--- config.mk ---
export PLATFORM = sky130hd
export DESIGN_NAME = uart_host_if
export DESIGN_NICKNAME = d
export VERILOG_FILES = /design/src/rtl/uart_host_if_pkg.sv /design/src/rtl/uart_host_if_rx_fifo.sv /design/src/rtl/uart_host_if.sv
export SDC_FILE = /design/constraint.sdc
export NUM_CORES = 1
export LEC_CHECK = 0
export CAP_MARGIN = 20
export CORE_MARGIN = 2
export CORE_UTILIZATION = 57
export DETAILED_ROUTE_END_ITERATION = 7
export HOLD_SLACK_MARGIN = 0.05
export PLACE_DENSITY_LB_ADDON = 0.1
export SYNTH_ARGS = -nofsm -noshare
export SYNTH_HDL_FRONTEND = slang
export SYNTH_HIERARCHICAL = 1
export SYNTH_SLANG_ARGS = --single-unit
--- constraint.sdc ---
create_clock -name clk -period 3.1 [get_ports clk]
set_input_delay 0.31 -clock clk [delete_from_list [all_inputs] [get_ports clk]]
set_output_delay 0.31 -clock clk [all_outputs]
set_load 0.01 [all_outputs]
--- src/rtl/uart_host_if_pkg.sv ---
// rtl/uart_host_if_pkg.sv - shared data width and FSM state encodings for uart_host_if
package uart_host_if_pkg;

    localparam int UART_DATA_W = 8;

    typedef enum logic [1:0] {
        T_IDLE    = 2'd0,
        T_LOAD    = 2'd1,
        T_WAIT_LO = 2'd2,
        T_WAIT_HI = 2'd3
    } tx_state_t;

    typedef enum logic [1:0] {
        R_IDLE = 2'd0,
        R_ULD  = 2'd1,
        R_CAP  = 2'd2
    } rx_state_t;

endpackage

--- src/rtl/uart_host_if_rx_fifo.sv ---
// rtl/uart_host_if_rx_fifo.sv - receive byte FIFO with registered head and level
module uart_rx_fifo
    import uart_host_if_pkg::*;
#(
    parameter int DEPTH = 4
) (
    input  logic                   clk,
    input  logic                   reset_n,
    input  logic                   push,
    input  logic [UART_DATA_W-1:0] push_data,
    input  logic                   m_ready,
    output logic                   full,
    output logic [$clog2(DEPTH):0] level,
    output logic                   m_valid,
    output logic [UART_DATA_W-1:0] m_data
);

    localparam int AW = $clog2(DEPTH);
    localparam logic [AW:0] FULL_LEVEL = (AW+1)'(DEPTH);
    localparam logic [AW:0] ONE_LEVEL  = (AW+1)'(1);

    logic [UART_DATA_W-1:0] mem [DEPTH];
    logic [AW-1:0]          wr_ptr;
    logic [AW-1:0]          rd_ptr;
    logic [AW-1:0]          rd_nxt;
    logic [AW:0]            level_nxt;
    logic                   push_en;
    logic                   pop_en;
    logic                   head_is_new;
    logic [UART_DATA_W-1:0] head_nxt;

    assign full    = (level == FULL_LEVEL);
    assign push_en = push && !full;
    assign pop_en  = m_ready && m_valid;

    // Next level, next read pointer and the byte that will sit at the head after this edge;
    // the head comes straight from push_data when the FIFO is (or is about to be) empty.
    always_comb begin
        level_nxt = level;
        if (push_en && !pop_en) begin
            level_nxt = level + ONE_LEVEL;
        end else if (!push_en && pop_en) begin
            level_nxt = level - ONE_LEVEL;
        end
        rd_nxt      = pop_en ? rd_ptr + AW'(1) : rd_ptr;
        head_is_new = (level == '0) || (pop_en && (level == ONE_LEVEL));
        head_nxt    = head_is_new ? push_data : mem[rd_nxt];
    end

    // Storage array; no reset needed since the level gates every read.
    always_ff @(posedge clk) begin
        if (push_en) begin
            mem[wr_ptr] <= push_data;
        end
    end

    // Pointers, level and the registered head/valid presented to the host.
    always_ff @(posedge clk or negedge reset_n) begin
        if (!reset_n) begin
            wr_ptr  <= '0;
            rd_ptr  <= '0;
            level   <= '0;
            m_valid <= 1'b0;
            m_data  <= '0;
        end else begin
            if (push_en) begin
                wr_ptr <= wr_ptr + AW'(1);
            end
            rd_ptr  <= rd_nxt;
            level   <= level_nxt;
            m_valid <= (level_nxt != '0);
            if (level_nxt != '0) begin
                m_data <= head_nxt;
            end
        end
    end

endmodule

--- src/rtl/uart_host_if.sv ---
// rtl/uart_host_if.sv - host-side valid/ready adapter for a byte UART with receive FIFO
module uart_host_if
    import uart_host_if_pkg::*;
#(
    parameter int RX_DEPTH = 4
) (
    input  logic                      clk,
    input  logic                      reset_n,
    input  logic [UART_DATA_W-1:0]    s_data,
    input  logic                      s_valid,
    output logic                      s_ready,
    output logic [UART_DATA_W-1:0]    m_data,
    output logic                      m_valid,
    input  logic                      m_ready,
    input  logic                      tx_en_cfg,
    input  logic                      rx_en_cfg,
    output logic                      ld_tx_data,
    output logic [UART_DATA_W-1:0]    tx_data,
    output logic                      tx_enable,
    input  logic                      tx_empty,
    output logic                      uld_rx_data,
    input  logic [UART_DATA_W-1:0]    rx_data,
    output logic                      rx_enable,
    input  logic                      rx_empty,
    output logic                      tx_busy,
    output logic [$clog2(RX_DEPTH):0] rx_level,
    output logic                      rx_stall
);

    tx_state_t tx_state;
    rx_state_t rx_state;
    logic      fifo_full;
    logic      rx_push;

    assign rx_push = (rx_state == R_CAP);

    // Enables to the UART are the host configuration bits retimed by one flop.
    always_ff @(posedge clk or negedge reset_n) begin
        if (!reset_n) begin
            tx_enable <= 1'b0;
            rx_enable <= 1'b0;
        end else begin
            tx_enable <= tx_en_cfg;
            rx_enable <= rx_en_cfg;
        end
    end

    // Transmit FSM: s_ready is raised one cycle ahead so it is high exactly in the
    // capture cycle; the LO/HI wait pair ignores the stale tx_empty=1 right after a load.
    always_ff @(posedge clk or negedge reset_n) begin
        if (!reset_n) begin
            tx_state   <= T_IDLE;
            tx_data    <= '0;
            ld_tx_data <= 1'b0;
            s_ready    <= 1'b0;
            tx_busy    <= 1'b0;
        end else begin
            ld_tx_data <= 1'b0;
            s_ready    <= 1'b0;
            case (tx_state)
                T_IDLE: begin
                    if (s_ready && s_valid && tx_empty && tx_enable) begin
                        tx_data    <= s_data;
                        ld_tx_data <= 1'b1;
                        tx_busy    <= 1'b1;
                        tx_state   <= T_LOAD;
                    end else begin
                        s_ready <= s_valid && tx_empty && tx_en_cfg;
                    end
                end
                T_LOAD: begin
                    tx_state <= T_WAIT_LO;
                end
                T_WAIT_LO: begin
                    if (!tx_empty) begin
                        tx_state <= T_WAIT_HI;
                    end
                end
                T_WAIT_HI: begin
                    if (tx_empty) begin
                        tx_busy  <= 1'b0;
                        tx_state <= T_IDLE;
                    end
                end
                default: begin
                    tx_busy  <= 1'b0;
                    tx_state <= T_IDLE;
                end
            endcase
        end
    end

    // Receive FSM: unload the UART only when the FIFO has room, then capture rx_data
    // one cycle later once the UART has presented it.
    always_ff @(posedge clk or negedge reset_n) begin
        if (!reset_n) begin
            rx_state    <= R_IDLE;
            uld_rx_data <= 1'b0;
            rx_stall    <= 1'b0;
        end else begin
            uld_rx_data <= 1'b0;
            rx_stall    <= 1'b0;
            case (rx_state)
                R_IDLE: begin
                    if (!rx_empty && !fifo_full) begin
                        uld_rx_data <= 1'b1;
                        rx_state    <= R_ULD;
                    end else begin
                        rx_stall <= !rx_empty && fifo_full;
                    end
                end
                R_ULD: begin
                    rx_state <= R_CAP;
                end
                R_CAP: begin
                    rx_state <= R_IDLE;
                end
                default: begin
                    rx_state <= R_IDLE;
                end
            endcase
        end
    end

    uart_rx_fifo #(
        .DEPTH (RX_DEPTH)
    ) u_rx_fifo (
        .clk       (clk),
        .reset_n   (reset_n),
        .push      (rx_push),
        .push_data (rx_data),
        .m_ready   (m_ready),
        .full      (fifo_full),
        .level     (rx_level),
        .m_valid   (m_valid),
        .m_data    (m_data)
    );

endmodule

# ---- After elaboration in Yosys (flattened, before gate mapping)
# Memories as Yosys holds them, arrays and structs flattened.
# Index checks and enable logic that the tools add are counted.
dict set report word_totals {
  inputBits 24
  memories 1
  ramBits 32
  register_bits 35
  word_cells 79
}
dict set report classes {
  reduce_logical 25
  n_addsub 4
  n_mux 23
  n_eq_ne 11
}
# name depth width read_ports rd_ports_with_merged_regs wr line
set mem_list {}
lappend mem_list {u_rx_fifo.mem 4 8 1 0 1 uart_host_if_rx_fifo.sv:22} ;# logic [UART_DATA_W-1:0] mem [DEPTH];
# op n
set ops {}
lappend ops {{1-bit logical AND} 12}
lappend ops {{1-bit 2-to-1 mux} 12}
lappend ops {{2-bit 2-to-1 mux} 5}
lappend ops {{8-bit 2-to-1 mux} 1}
lappend ops {{2-bit inequality test (second input constant)} 4}
lappend ops {{2-bit one-hot mux with 4 select lines} 1}
lappend ops {{2-bit == test (second input constant)} 3}
lappend ops {{3-bit 2-to-1 mux} 2}
lappend ops {{3-bit AND reduction} 2}
lappend ops {{2-bit by 1-bit adder with 2-bit output (second input constant)} 2}
lappend ops {{2-bit by 1-bit == test with 1-bit output (second input constant)} 2}
lappend ops {{1-bit zero test} 4}
lappend ops {{2-bit zero test} 2}
lappend ops {{2-bit one-hot mux with 2 select lines} 1}
lappend ops {{3-bit by 1-bit adder with 3-bit output (second input constant)} 1}
lappend ops {{3-bit by 1-bit == test with 1-bit output (second input constant)} 1}
lappend ops {{3-bit == test (second input constant)} 1}
lappend ops {{3-bit zero test} 1}
lappend ops {{3-bit nonzero test} 1}
lappend ops {{3-bit by 1-bit subtractor with 3-bit output (second input constant)} 1}
lappend ops {{1-bit one-hot mux with 2 select lines} 1}
lappend ops {{2-bit AND reduction} 1}
lappend ops {{2-bit nonzero test} 1}
lappend ops {{1-bit logical OR} 1}

# ---- Longest topological paths before layout
dict set report logic_depth {
  depth_word 8
  mapped_depth 8
  ltp_nobuf 7
}

# ---- Modules after synthesis
# The synthesis kept the hierarchy.
# module n_inst cells_each area_per_inst_um2
set modules_own_cells {}
lappend modules_own_cells {uart_rx_fifo 1 195 2403.6}
lappend modules_own_cells {uart_host_if 1 54 787.0}

# ---- Worst setup path after synthesis
# Ideal clock, no wire load.
dict set report synth_path {
  path_kind {reg-to-reg}
  from {reg u_rx_fifo.level[0]}
  to {reg u_rx_fifo.m_data[0]}
  setup_ns 0.125
  synth_period_minus_slack_ns 2.196
  arrival_ns 2.072
  n_path_buf 0
  setup_slack_ns 0.904
  stages_incl_launch_ff 8
  cell_sequence {dfrtp_1 inv_1 ha_1 a21boi_2 nand2_1 or3_1 a31oi_4 mux2_2}
}
dict set report synth_via {
  elab_chain_len 8
  elab_cells_between_ends 16
}
# item line
set synth_lines {}
lappend synth_lines {{from (decl)} uart_host_if_rx_fifo.sv:13} ;# output logic [$clog2(DEPTH):0] level,
lappend synth_lines {{from (signal assigned)} uart_host_if_rx_fifo.sv:70} ;# level <= level_nxt;
lappend synth_lines {{3-bit == test} uart_host_if_rx_fifo.sv:32} ;# assign full = (level == FULL_LEVEL);
lappend synth_lines {{1-bit zero test} uart_host_if_rx_fifo.sv:33} ;# assign push_en = push && !full;
lappend synth_lines {{1-bit logical AND} uart_host_if_rx_fifo.sv:33}
lappend synth_lines {{1-bit zero test} uart_host_if_rx_fifo.sv:42} ;# end else if (!push_en && pop_en) begin
lappend synth_lines {{1-bit logical AND} uart_host_if_rx_fifo.sv:42}
lappend synth_lines {{3-bit 2-to-1 mux} uart_host_if_rx_fifo.sv:42}
lappend synth_lines {{3-bit 2-to-1 mux} uart_host_if_rx_fifo.sv:40} ;# if (push_en && !pop_en) begin
lappend synth_lines {{3-bit nonzero test} uart_host_if_rx_fifo.sv:72} ;# if (level_nxt != '0) begin
lappend synth_lines {{to (signal assigned)} uart_host_if_rx_fifo.sv:73} ;# m_data <= head_nxt;
lappend synth_lines {{to (decl)} uart_host_if_rx_fifo.sv:15} ;# output logic [UART_DATA_W-1:0] m_data
# Several ways; a longest one is shown, not always the timed one.
# A chain may end at the register's enable or synchronous reset.

# ---- Worst setup path in the final report
dict set report layout_path {
  from {reg u_rx_fifo.level[0]}
  to {reg u_rx_fifo.m_data[5]}
}
# The elaborated chain is that of the path after synthesis.

==> results.sh <==
export IMPL_status="finished, final reports clean"
export IMPL_postSynthAreaPerCell_um2=12.8
export IMPL_drtIter0Drc=157
export IMPL_synth_top_cell_by_area="edfxtp_1"
export IMPL_fin_crit_ns=2.60
export IMPL_grt_max_degree=36
export IMPL_critical_path_class="flip-flop to flip-flop"
export IMPL_max_slew_margin_rel=0.554
export IMPL_min_path_type="input pin to asynchronous set/reset pin"
export IMPL_cts_made_buffers=9
export IMPL_report_final_slew_viol_count=0
export IMPL_route_vias_total=2187
export IMPL_crit_path_start_kind="flip-flop"
export IMPL_first_global_vias=2133
export IMPL_ys_warn_count=6
export IMPL_setup_tns_ns=0
export IMPL_hold_buffers=0
export IMPL_antenna_cells=0
export IMPL_initial_core_util=0.587
export IMPL_leakage_nw=1.60
export IMPL_htree_levels=3
export IMPL_end_kind="flip-flop"
export IMPL_drive_above_1_share=0.129
export IMPL_final_common_cell="clkdlybuf4s50_1"
export IMPL_synth_area_leaders="edfxtp_1 (30%), dfrtp_1 (27%), a211oi_1 (5.6%)"
export IMPL_syn_cell_area_um2=3190
export IMPL_rsz0062_at_grt="false"
export IMPL_drtAntennaViolNets=0
export IMPL_fill_cells=378
export IMPL_critPathRequiredTime_ns=3.32
export IMPL_syn2layout_area_growth_pct=24.0
export IMPL_gp_congestion=0.793
export IMPL_die_width_um=78.8
export IMPL_port_buffers=50
export IMPL_vias_per_cell=5.73
export IMPL_clk_pin_slew_ns=0.07
export IMPL_fin_crit_sh=0.838
export IMPL_ys_types=38
export IMPL_io_pins=51
export IMPL_rows=27
export IMPL_max_cap_viol_count=0
export IMPL_grt_usage=0.227
export IMPL_ys_ff_latch=67
export IMPL_setup_violations=0
export IMPL_vdd_drop_max_uv=457
export IMPL_firstDrtPassIters=4
export IMPL_fmax_ghz=0.385
export IMPL_crit_fanout=11
export IMPL_dieArea_um2=6210
export IMPL_clockBufferDepth=2
export IMPL_die_h_um=78.8
export IMPL_hpwl_um=4420
export IMPL_post_route_cell_area_um2=3960
export IMPL_routed_wl_um=6490
export IMPL_cts_sinks=67
export IMPL_dpl_instance_area_um2=3770
export IMPL_grt_ovfl_total=0
export IMPL_placeableCoreArea_um2=5440
export IMPL_cts_setup_buffers=0
export IMPL_max_slew_worst_pin_slew_ns=0.666
export IMPL_finalHoldViolations=0
export IMPL_final_nets=340
export IMPL_use_met2=0.357
export IMPL_ff_latch_area_um2=1840
export IMPL_cts_tree="done"
export IMPL_clk_latency_ns=0.33
export IMPL_met3_usage=0.0375
export IMPL_cp_arrival_ns=2.82
export IMPL_yosysTopAreaCellShare=0.301
export IMPL_synth_nets=284
export IMPL_cts_resized=0
export IMPL_powerDensity_nw_per_um2=896
export IMPL_drc=0
export IMPL_yosysSeqAreaShare=0.576
export IMPL_grt_first_pass_wirelength_um=10600
export IMPL_cts_root_buffer="clkbuf_8"
export IMPL_layout_common_cells="clkdlybuf4s50_1 (50), dfrtp_1 (35), edfxtp_1 (32)"
export IMPL_finClkSkew_ns=0.00562
export IMPL_grt_use_met1=0.310
export IMPL_top_usage_layer="met2"
export IMPL_multi_input_area_um2=1260
export IMPL_antenna_found_initial=0
export IMPL_synthCells=249
export IMPL_post_drt_wl_per_cell_um=17.0
==> metal layers <==
metal / wire [µm] / share of wire / up-vias
li1: - / - / 1048
met1: 2790 / 0.43 / 1051
met2: 3160 / 0.49 / 74
met3: 407 / 0.063 / 14
met4: 126 / 0.019 / 0
met5: 0 / 0 / -
==> state kept, by name, summed over array words and instances (netlist names) <==
name and count:
u_rx_fifo/wr_ptr 2, u_rx_fifo/rd_ptr 2, u_rx_fifo/mem 32, tx_enable 1
tx_state 2, uld_rx_data 1, ld_tx_data 1, tx_busy 1
s_ready 1, rx_state 2, u_rx_fifo/m_data 8, rx_enable 1
tx_data 8, u_rx_fifo/level 3, rx_stall 1, u_rx_fifo/m_valid 1
==> area by class of cell <==
type | instances | area share
timing repair buffer | 57 | 0.140
inverter | 9 | 0.00854
sequential | 67 | 0.464
clock inverter | 4 | 0.0104
multi-input combinational | 161 | 0.318
tap | 72 | 0.0228
clock buffer | 12 | 0.0367
==> metrics by stage <==
step                cells  setup slack (ns)  utilization  hold WS [ns]  power (mW)
finish                382             0.503        0.727         0.388        3.55
global route          382             0.331        0.727         0.426        3.79
CTS                   382             0.500        0.727         0.394        3.57
detailed placement    366             0.540        0.693         0.494        2.87
global placement      366             0.611        0.693         0.483        2.82
floorplan             249             0.904            -        0.0144        2.33
==> logic make-up (layout without fill, tap and decap cells) <==
logic type,Yosys count,count (layout),synth area share
and+or+nand+nor,67,67,0.111
muxes,26,26,0.0977
AOI/OAI and AO/OA,52,52,0.128
DFF,67,67,0.576
xor gates and xnor gates,5,5,0.0137
buffers and inverters,21,82,0.0306
adders and majority gates,11,11,0.0431
==> worst paths after layout <==
kind                                                 start                               to  slack [ns]  depth (start not counted)
min in group clk                                 rx_en_cfg              rx_enable$_DFF_PN0_        0.43                          1
max reg2reg                   u_rx_fifo/level[0]$_DFF_PN0_  u_rx_fifo/m_data[5]$_DFFE_PN0P_        0.50                          7
min                                                reset_n      u_rx_fifo/m_valid$_DFF_PN0_        0.39                          2
max                           u_rx_fifo/level[0]$_DFF_PN0_  u_rx_fifo/m_data[5]$_DFFE_PN0P_        0.50                          7
min reg2reg                u_rx_fifo/m_data[0]$_DFFE_PN0P_  u_rx_fifo/m_data[0]$_DFFE_PN0P_        0.50                          1
max in group asynchronous                          reset_n  u_rx_fifo/wr_ptr[1]$_DFFE_PN0P_        2.38                          2
==> synth_stat cells, drive strengths merged <==
library cell  count
dfrtp            35
edfxtp           32
nand2            25
a211oi           24
mux2             17
ha               11
nor2b            11
a31oi            10
and3              9
inv               9
mux2i             9
a221o             8
and2              6
buf               6
clkbuf            6
o21ai             5
xnor2             5
nand3             4
nor2              4
a21boi            2
nand4             2
nor4              2
a221oi            1
a2bb2oi           1
nand2b            1
nor4b             1
o32a              1
or2               1
or3               1
==> power breakdown <==
part	switching [mW]	internal, mW
registers	0.162	1.17
clock network	0.301	0.386
logic	0.756	0.773
==> critical path: stages (launching register included) <==
cell and delay (ns):
dfrtp_1 0.43, inv_1 0.13, ha_1 0.25, a21boi_2 0.39, nand2_1 0.19, or3_1 0.38
a31oi_4 0.34, mux2_2 0.37
Power figures use the tool's default switching activity.
